File: src/rtl/comp_bist.sv
// Built-in self-test engine for an N-bit magnitude comparator.
// Sweeps every {A,B} operand pair, holds each for SETTLE cycles, then samples
// the comparator flags {O1,O2,O3} against the expected {A>B, A==B, A<B}.
// Reports pass/fail, a saturating error count and the first failing vector.
module comp_bist #(
  parameter int unsigned N      = 4,
  parameter int unsigned SETTLE = 2,
  parameter int unsigned ERR_W  = 16
) (
  input  logic             clk,
  input  logic             rst_n,
  input  logic             start,
  input  logic             O1,
  input  logic             O2,
  input  logic             O3,
  output logic [N-1:0]     A,
  output logic [N-1:0]     B,
  output logic             busy,
  output logic             done,
  output logic             pass,
  output logic [ERR_W-1:0] err_count,
  output logic [N-1:0]     first_a,
  output logic [N-1:0]     first_b,
  output logic [2:0]       first_o
);

  localparam int unsigned CntW = (SETTLE > 1) ? $clog2(SETTLE) : 1;
  localparam logic [CntW-1:0] CntLast = CntW'(SETTLE - 1);

  typedef enum logic [1:0] {
    StIdle,
    StWait,
    StCheck,
    StDone
  } state_e;

  state_e           state_q, state_d;
  logic [2*N-1:0]   ab_q, ab_d;
  logic [CntW-1:0]  cnt_q, cnt_d;
  logic [ERR_W-1:0] err_q, err_d;
  logic [N-1:0]     first_a_q, first_a_d;
  logic [N-1:0]     first_b_q, first_b_d;
  logic [2:0]       first_o_q, first_o_d;
  logic             pass_q, pass_d;

  logic [N-1:0] a_cur, b_cur;
  logic [2:0]   obs, expd;
  logic         mismatch;
  logic         last_vec;

  // Expected flags from the registered operands; any inequality is a mismatch.
  always_comb begin
    a_cur = ab_q[2*N-1:N];
    b_cur = ab_q[N-1:0];
    obs   = {O1, O2, O3};
    if (a_cur > b_cur) begin
      expd = 3'b100;
    end else if (a_cur == b_cur) begin
      expd = 3'b010;
    end else begin
      expd = 3'b001;
    end
    mismatch = (obs != expd);
    last_vec = &ab_q;
  end

  // Next-state logic for the sweep controller and result registers.
  always_comb begin
    state_d   = state_q;
    ab_d      = ab_q;
    cnt_d     = cnt_q;
    err_d     = err_q;
    first_a_d = first_a_q;
    first_b_d = first_b_q;
    first_o_d = first_o_q;
    pass_d    = pass_q;

    unique case (state_q)
      StIdle, StDone: begin
        if (start) begin
          ab_d      = '0;
          cnt_d     = '0;
          err_d     = '0;
          first_a_d = '0;
          first_b_d = '0;
          first_o_d = '0;
          pass_d    = 1'b0;
          state_d   = StWait;
        end
      end
      StWait: begin
        if (cnt_q == CntLast) begin
          cnt_d   = '0;
          state_d = StCheck;
        end else begin
          cnt_d = cnt_q + 1'b1;
        end
      end
      StCheck: begin
        if (mismatch) begin
          if (err_q != '1) begin
            err_d = err_q + 1'b1;
          end
          // err_q never returns to zero within a run, so zero marks the first failure.
          if (err_q == '0) begin
            first_a_d = a_cur;
            first_b_d = b_cur;
            first_o_d = obs;
          end
        end
        if (last_vec) begin
          pass_d  = (err_d == '0);
          state_d = StDone;
        end else begin
          ab_d    = ab_q + 1'b1;
          state_d = StWait;
        end
      end
      default: state_d = StIdle;
    endcase
  end

  // State and result registers; reset abandons any run in progress.
  always_ff @(posedge clk or negedge rst_n) begin
    if (!rst_n) begin
      state_q   <= StIdle;
      ab_q      <= '0;
      cnt_q     <= '0;
      err_q     <= '0;
      first_a_q <= '0;
      first_b_q <= '0;
      first_o_q <= '0;
      pass_q    <= 1'b0;
    end else begin
      state_q   <= state_d;
      ab_q      <= ab_d;
      cnt_q     <= cnt_d;
      err_q     <= err_d;
      first_a_q <= first_a_d;
      first_b_q <= first_b_d;
      first_o_q <= first_o_d;
      pass_q    <= pass_d;
    end
  end

  // Status decode and output mapping.
  always_comb begin
    busy      = (state_q == StWait) || (state_q == StCheck);
    done      = (state_q == StDone);
    pass      = pass_q;
    A         = ab_q[2*N-1:N];
    B         = ab_q[N-1:0];
    err_count = err_q;
    first_a   = first_a_q;
    first_b   = first_b_q;
    first_o   = first_o_q;
  end

endmodule
File: config.mk
export PLATFORM = sky130hd
export DESIGN_NAME = comp_bist
export DESIGN_NICKNAME = d
export VERILOG_FILES = /design/src/rtl/comp_bist.sv
export SDC_FILE = /design/constraint.sdc
export NUM_CORES = 1
export LEC_CHECK = 0
export BUFFER_PORTS_ARGS = -buffer_cell sky130_fd_sc_hd__buf_2
export CAP_MARGIN = 15
export CORE_UTILIZATION = 56
export CTS_CLUSTER_SIZE = 25
export DETAILED_ROUTE_END_ITERATION = 10
export PLACE_DENSITY = 0.8
export SLEW_MARGIN = 25
export SYNTH_ARGS = -nofsm -noshare
export SYNTH_HDL_FRONTEND = slang
export SYNTH_SLANG_ARGS = --single-unit
export TNS_END_PERCENT = 5
File: constraint.sdc
create_clock -name clk -period 3.4 [get_ports clk]
set_clock_uncertainty 0.2 [all_clocks]
set_input_delay 0.17 -clock clk [delete_from_list [all_inputs] [get_ports clk]]
set_output_delay 0.17 -clock clk [all_outputs]
set_load 0.05 [all_outputs]
==> metrics, run 1 <==
outcome=finished, final reports clean; Skew-Pair Late Insertion Delay=about 300 ps; area of the core=4120 um2; Sink Count=39; Area growth syn-to-layout=19.0%; area leader, netlist=dfrtp_1; Pwr Total=1.47 mW; CTS tree=done; HP Class=input port to flop; antenna cells=0; EDFF count, synth=0; DR vias=approximately 2500; average cell area after synthesis=just over 8 um2; Final Non-Filler Cells=400; Slew @ Worst Pin=924 ps; fmax=304 MHz; worst-path fanout max=8; DRT Pass-1 Iters=5; die area=4700 um2; Slew headroom=36.6%; Tcrit/Tclk final=96.8%; Synth Warn #=0; Clock Path Buffers=2; most common cell after layout, fill and taps aside=nand2_1; first-pass GRT wire length=9860 um; layout cell share with drive strength beyond 1=21.1%; total CTS buffers=5; Rows=23; simple-gate share of the synthesized area=approximately 26%; DRC errors left=0; Post-Route WL=6330 um; storage element area=978 um2; Worst Setup Start Kind=flop; proportion of synthesized area in mux cells=3.28%; worst hold margin=between 90 and 100 ps; Detailed Place HPWL=4380 um; Mapped Area=around 2500 um2; routability cong.=0.978; post-synth top area share=39.3%; vias in the first global route=a little over 2000; Post-Synth XOR/XNOR Area=2.47%; Hold Fails Final Rpt=0; Lkg Pwr=around 1.4 nW; crit path DAT=roughly 3300 ps; area of the multi-input gates=1440 um2; critical path capture point type=flop; final setup fails=0; Syn Inst Count=299; critical setup path kind=flop to flop; Routed Antenna Nets=0; largest net degree at the start of global routing=40; die height=68.6 um; synthesized flop and latch total=39; Compound-Gate Fraction of Synth Area=around a fifth; GRT overflow=0; DRT iter0 DRCs=241; nets=about 370; fraction of registers with async set/reset=100%; Clock Root Buffer=clkbuf_8; cell count after placement=387; Syn Nets=~320; maximum vdd drop=0.297 mV; fin. max-slew vios=0; Top FF cell, synth=dfrtp_1; pwr/cell area=498 nW/um2; largest family of logic cells by synthesized area=simple AND/OR/NAND/NOR gates; # fillers=between 300 and 400; Worst EP required=3410 ps; initial antenna violation count=0; Adder-Cell Fraction of Synth Area=5.55%; Vias/cell=~6.2; final core utilization=71.7%; commonest cells after routing, fill and taps aside=nand2_1, buf_2, o21ai_0; synth unique cells=45; die width=68.6 um; H-Tree Depth=2; Worst-path clk slew=80 ps; PortBufs=between 40 and 50; Ports=44; Initial Utilization=between 60% and 70%; sequential-to-total area share from yosys stat=about two fifths; wire per inst=15.8 um; min cycle time layout=3290 ps; GRT Total Usage=28.8%; max-cap viol count=0; top cells by area, synth=dfrtp_1, nand2_1, o21ai_0
## state kept, by name, indices dropped and copies added, names as in the netlist
name and count:
err_count 16, ab_q 8, first_a 4, first_b 4
first_o 3, state_q 2, cnt_q 1, pass 1
## critical path, cell delays in order (launching register included)
cell,delay (ps)
dfrtp_2,460
ha_1,340
nor2b_1,150
o211a_1,250
o2111a_2,310
or3_4,390
o31ai_4,250
o2111ai_1,130
or4_4,560
o31ai_2,170
## cells in the mapped netlist, types with 2 or more instances
library cell  instances
a211oi_1              2
dfrtp_1              39
nor4b_1               2
nor2_1               20
nand4_1               7
nand3_1              13
nand2b_1              3
buf_2                 4
and2_1                4
nand2_1              52
mux2i_1               7
nor3b_1               2
and3_1                6
xnor2_1               5
clkbuf_1             11
a41oi_1               2
o31ai_1               3
a21oi_1              11
inv_1                13
nor4_1                6
and4_1                3
nor3_1                4
xor2_1                2
o21ai_0              38
a31oi_1               6
ha_1                 11
or3_1                 2
a21o_1                3
o2111ai_1             2
## where the power goes
| part | internal, mW | switching (mW) | total, mW |
|---|---|---|---|
| combinational | 0.153 | 0.409 | 0.563 |
| clock | 0.144 | 0.160 | 0.304 |
| sequential | 0.535 | 0.0675 | 0.602 |
## cell type report
type,instances,share of cell area (%)
Multi-Input combinational cell,231,48.6
Sequential cell,39,33.1
Clock inverter,1,0.170
Tap cell,50,2.12
Inverter,13,1.65
Clock buffer,7,2.59
Timing Repair Buffer,59,11.7
## through the flow
| step | area [um2] | setup WS [ps] | TNS [ps] |
|---|---|---|---|
| global route | 2950 | -25.0 | -25.0 |
| detailed placement | 2770 | 92.8 | 0 |
| floorplan | 2480 | 40.7 | 0 |
| CTS | 2890 | 60.5 | 0 |
| finish | 2950 | 109 | 0 |
| global placement | 2770 | 177 | 0 |
## cell families after synthesis
kind of cell             Yosys count
AND/OR/NAND/NOR                  130
XOR/XNOR                           7
AO/OA/AOI/OAI                     75
flip-flops                        39
buffers and inverters             29
adder cells (fa/ha/maj)           11
multiplexers                       8
## path summary, 6_finish.rpt
path / startpoint / endpoint / slack (ps) / cells past startpoint
setup / recovery: ab_q[5] / pass / 110 / 9
hold / removal: start / cnt_q / 90 / 4
setup reg to reg: ab_q[5] / pass / 110 / 9
hold reg to reg: first_a[3] / first_a[3] / 280 / 2
max in group asynchronous: rst_n / ab_q[1] / 2080 / 2
min in group asynchronous: rst_n / state_q[0] / 320 / 2
## layer usage
layer / part of all wire (%) / GRT usage [%] / routed length, um / up-vias
li1: - / - / - / 1162
met1: 45 / 39.4 / 2830 / 1183
met2: 47 / 46.1 / 2950 / 115
met3: 7.6 / 3.78 / 478 / 9
met4: 1.2 / 10.7 / 78 / 0
met5: 0 / 0 / 0 / -
## repair_timing
item	in CTS	in global routing
endpoints found under the hold margin	42	0
gates resized for setup	0	9
setup buffers	0	1
endpoints found under the setup margin	0	1
hold buffers	4	0
(Power assumes the default switching activity.)
==> inputs of run 2 (changes only) <==
Settings changed: CORE_UTILIZATION 56 to 58, CTS_BUF_LIST from default to sky130_fd_sc_hd__clkbuf_4 sky130_fd_sc_hd__clkbuf_8, PLACE_DENSITY 0.8 to 0.82.
==> run 2 against run 1 <==
Die area shrank 3.3%. Combinational power hardly changed. First-iteration DRC count is 6.2% lower. Global-route usage up 0.44 points. Clock power is 35% higher. Critical path depth unchanged. Worst setup slack improved by 31 ps. Design area shrank 0.98%. Non-clock buffer count shrank 4.
==> metrics, run 2 (synthesis gave the netlist of run 1 again) <==
outcome=finished, final reports clean (unchanged); largest net degree at the start of global routing=40 (unchanged); Slew headroom=38.9% (was 36.6%); fin. max-slew vios=0 (unchanged); area of the core=4060 um2 (was 4120 um2); DRT iter0 DRCs=226 (was 241); # fillers=316 (was 337); min cycle time layout=3260 ps (was 3290 ps); commonest cells after routing, fill and taps aside=nand2_1, buf_2, o21ai_0 (unchanged); pwr/cell area=539 nW/um2 (was 498 nW/um2); worst-path fanout max=8 (unchanged); DR vias=2406 (was 2469); Pwr Total=1.57 mW (was 1.47 mW); vias in the first global route=2109 (was 2069); max-cap viol count=0 (unchanged); Routed Antenna Nets=0 (unchanged); first-pass GRT wire length=9830 um (was 9860 um); Ports=44 (unchanged); Detailed Place HPWL=4240 um (was 4380 um); nets=362 (was 366); die area=4540 um2 (was 4700 um2); Slew @ Worst Pin=891 ps (was 924 ps); DRC errors left=0 (unchanged); fmax=307 MHz (was 304 MHz); PortBufs=43 (unchanged); Skew-Pair Late Insertion Delay=310 ps (was 300 ps); Worst Setup Start Kind=flop (unchanged); GRT Total Usage=29.3% (was 28.8%); total CTS buffers=5 (unchanged); storage element area=978 um2 (unchanged); DRT Pass-1 Iters=5 (unchanged); crit path DAT=3280 ps (was 3300 ps); CTS tree=done (unchanged); die width=67.4 um (was 68.6 um); worst hold margin=71.4 ps (was 90.5 ps); Rows=23 (unchanged); wire per inst=15.1 um (was 15.8 um); flip-flop count of the largest register after layout=16 (unchanged); Worst-path clk slew=80 ps (about the same); routability cong.=0.973 (was 0.978); area of the multi-input gates=1400 um2 (was 1440 um2); critical path capture point type=flop (unchanged); maximum vdd drop=0.276 mV (was 0.297 mV); Total Neg Setup Slack=0 ps (unchanged); Hold Fails Final Rpt=0 (unchanged); RSZ-0062 raised after global routing=no; H-Tree Depth=2 (unchanged); Clock Path Buffers=2 (unchanged); die height=67.4 um (was 68.6 um); Lkg Pwr=1.36 nW (about the same); antenna cells=0 (unchanged); Clock Root Buffer=clkbuf_8 (unchanged); most common cell after layout, fill and taps aside=nand2_1 (unchanged); Sink Count=39 (unchanged); Tcrit/Tclk final=95.9% (was 96.8%); Initial Utilization=61.1% (was 60.3%); Post-Route WL=5970 um (was 6330 um); final setup fails=0 (unchanged); Worst EP required=3420 ps (was 3410 ps); critical setup path kind=flop to flop (unchanged); HP Class=input port to flop (unchanged); GRT overflow=0 (unchanged); Vias/cell=6.08 (was 6.17); layout cell share with drive strength beyond 1=19.9% (was 21.1%); initial antenna violation count=0 (unchanged); Area growth syn-to-layout=17.8% (was 19.0%)
==> run 2: cell count changes in the layout (fill, tap and decap cells not counted), sizes merged <==
| cell | previous run | this run |
|---|---|---|
| buf | 55 | 51 |
| clkbuf | 7 | 6 |
| bufinv | 0 | 1 |
==> run 2: routing by layer <==
metal / track usage, % / part of all wire [%]
met1: 41.5 / 48
met4: 10.9 / 2.4
met5: 0 / 0
met2: 43.6 / 45
met3: 5.74 / 5.3
==> run 2: path summary, 6_finish.rpt <==
check                        endpoint  startpoint  cells past startpoint  slack, ps
max in group asynchronous     ab_q[1]       rst_n                      2       2110
min                             cnt_q       start                      4         70
max                              pass     ab_q[5]                      9        140
min in group asynchronous     ab_q[2]       rst_n                      2        310
max reg2reg                      pass     ab_q[5]                      9        140
min reg2reg                first_b[3]  first_b[3]                      2        270
==> run 2: cell type report <==
class,instances,share of cell area (%)
multi-input cells,231,47.9
flip-flops and latches,39,33.5
repair buffers,55,10.8
clock buffers,6,2.83
well taps,50,2.14
inverters,13,1.67
clock inverters,2,1.20
==> run 2: repair_timing <==
action / 4_1_cts / 5_1_grt
endpoints found under the hold margin: 42 / 0
endpoints found under the setup margin: 0 / 3
setup buffers: 0 / 0
resized for setup: 0 / 3
hold buffers: 4 / 0
==> run 2: stage by stage <==
step           util [%]  std cells  instance area (um2)  setup WS [ps]
4_1_cts            71.6        396                 2910           66.9
5_1_grt            72.0        396                 2920           5.51
2_1_floorplan         -        299                 2480           40.7
6_report           72.0        396                 2920            140
3_3_place_gp       67.7        384                 2750            170
3_5_place_dp       67.7        384                 2750           93.3
==> run 2: power by group <==
| part | switching, mW | total, mW | internal (mW) | leakage, nW |
|---|---|---|---|---|
| registers | 0.0673 | 0.602 | 0.535 | 0.502 |
| clock network | 0.171 | 0.409 | 0.238 | 0.0612 |
| logic | 0.412 | 0.563 | 0.152 | 0.801 |
| total | 0.650 | 1.57 | 0.924 | 1.36 |
==> run 2: worst max-delay path, stage by stage, from the launching register on <==
cell,delay (ps)
dfrtp_2,460
ha_1,330
nor2b_1,140
o211a_1,230
o2111a_1,290
or3_4,400
o31ai_4,250
o2111ai_1,120
or4_1,570
o31ai_2,180
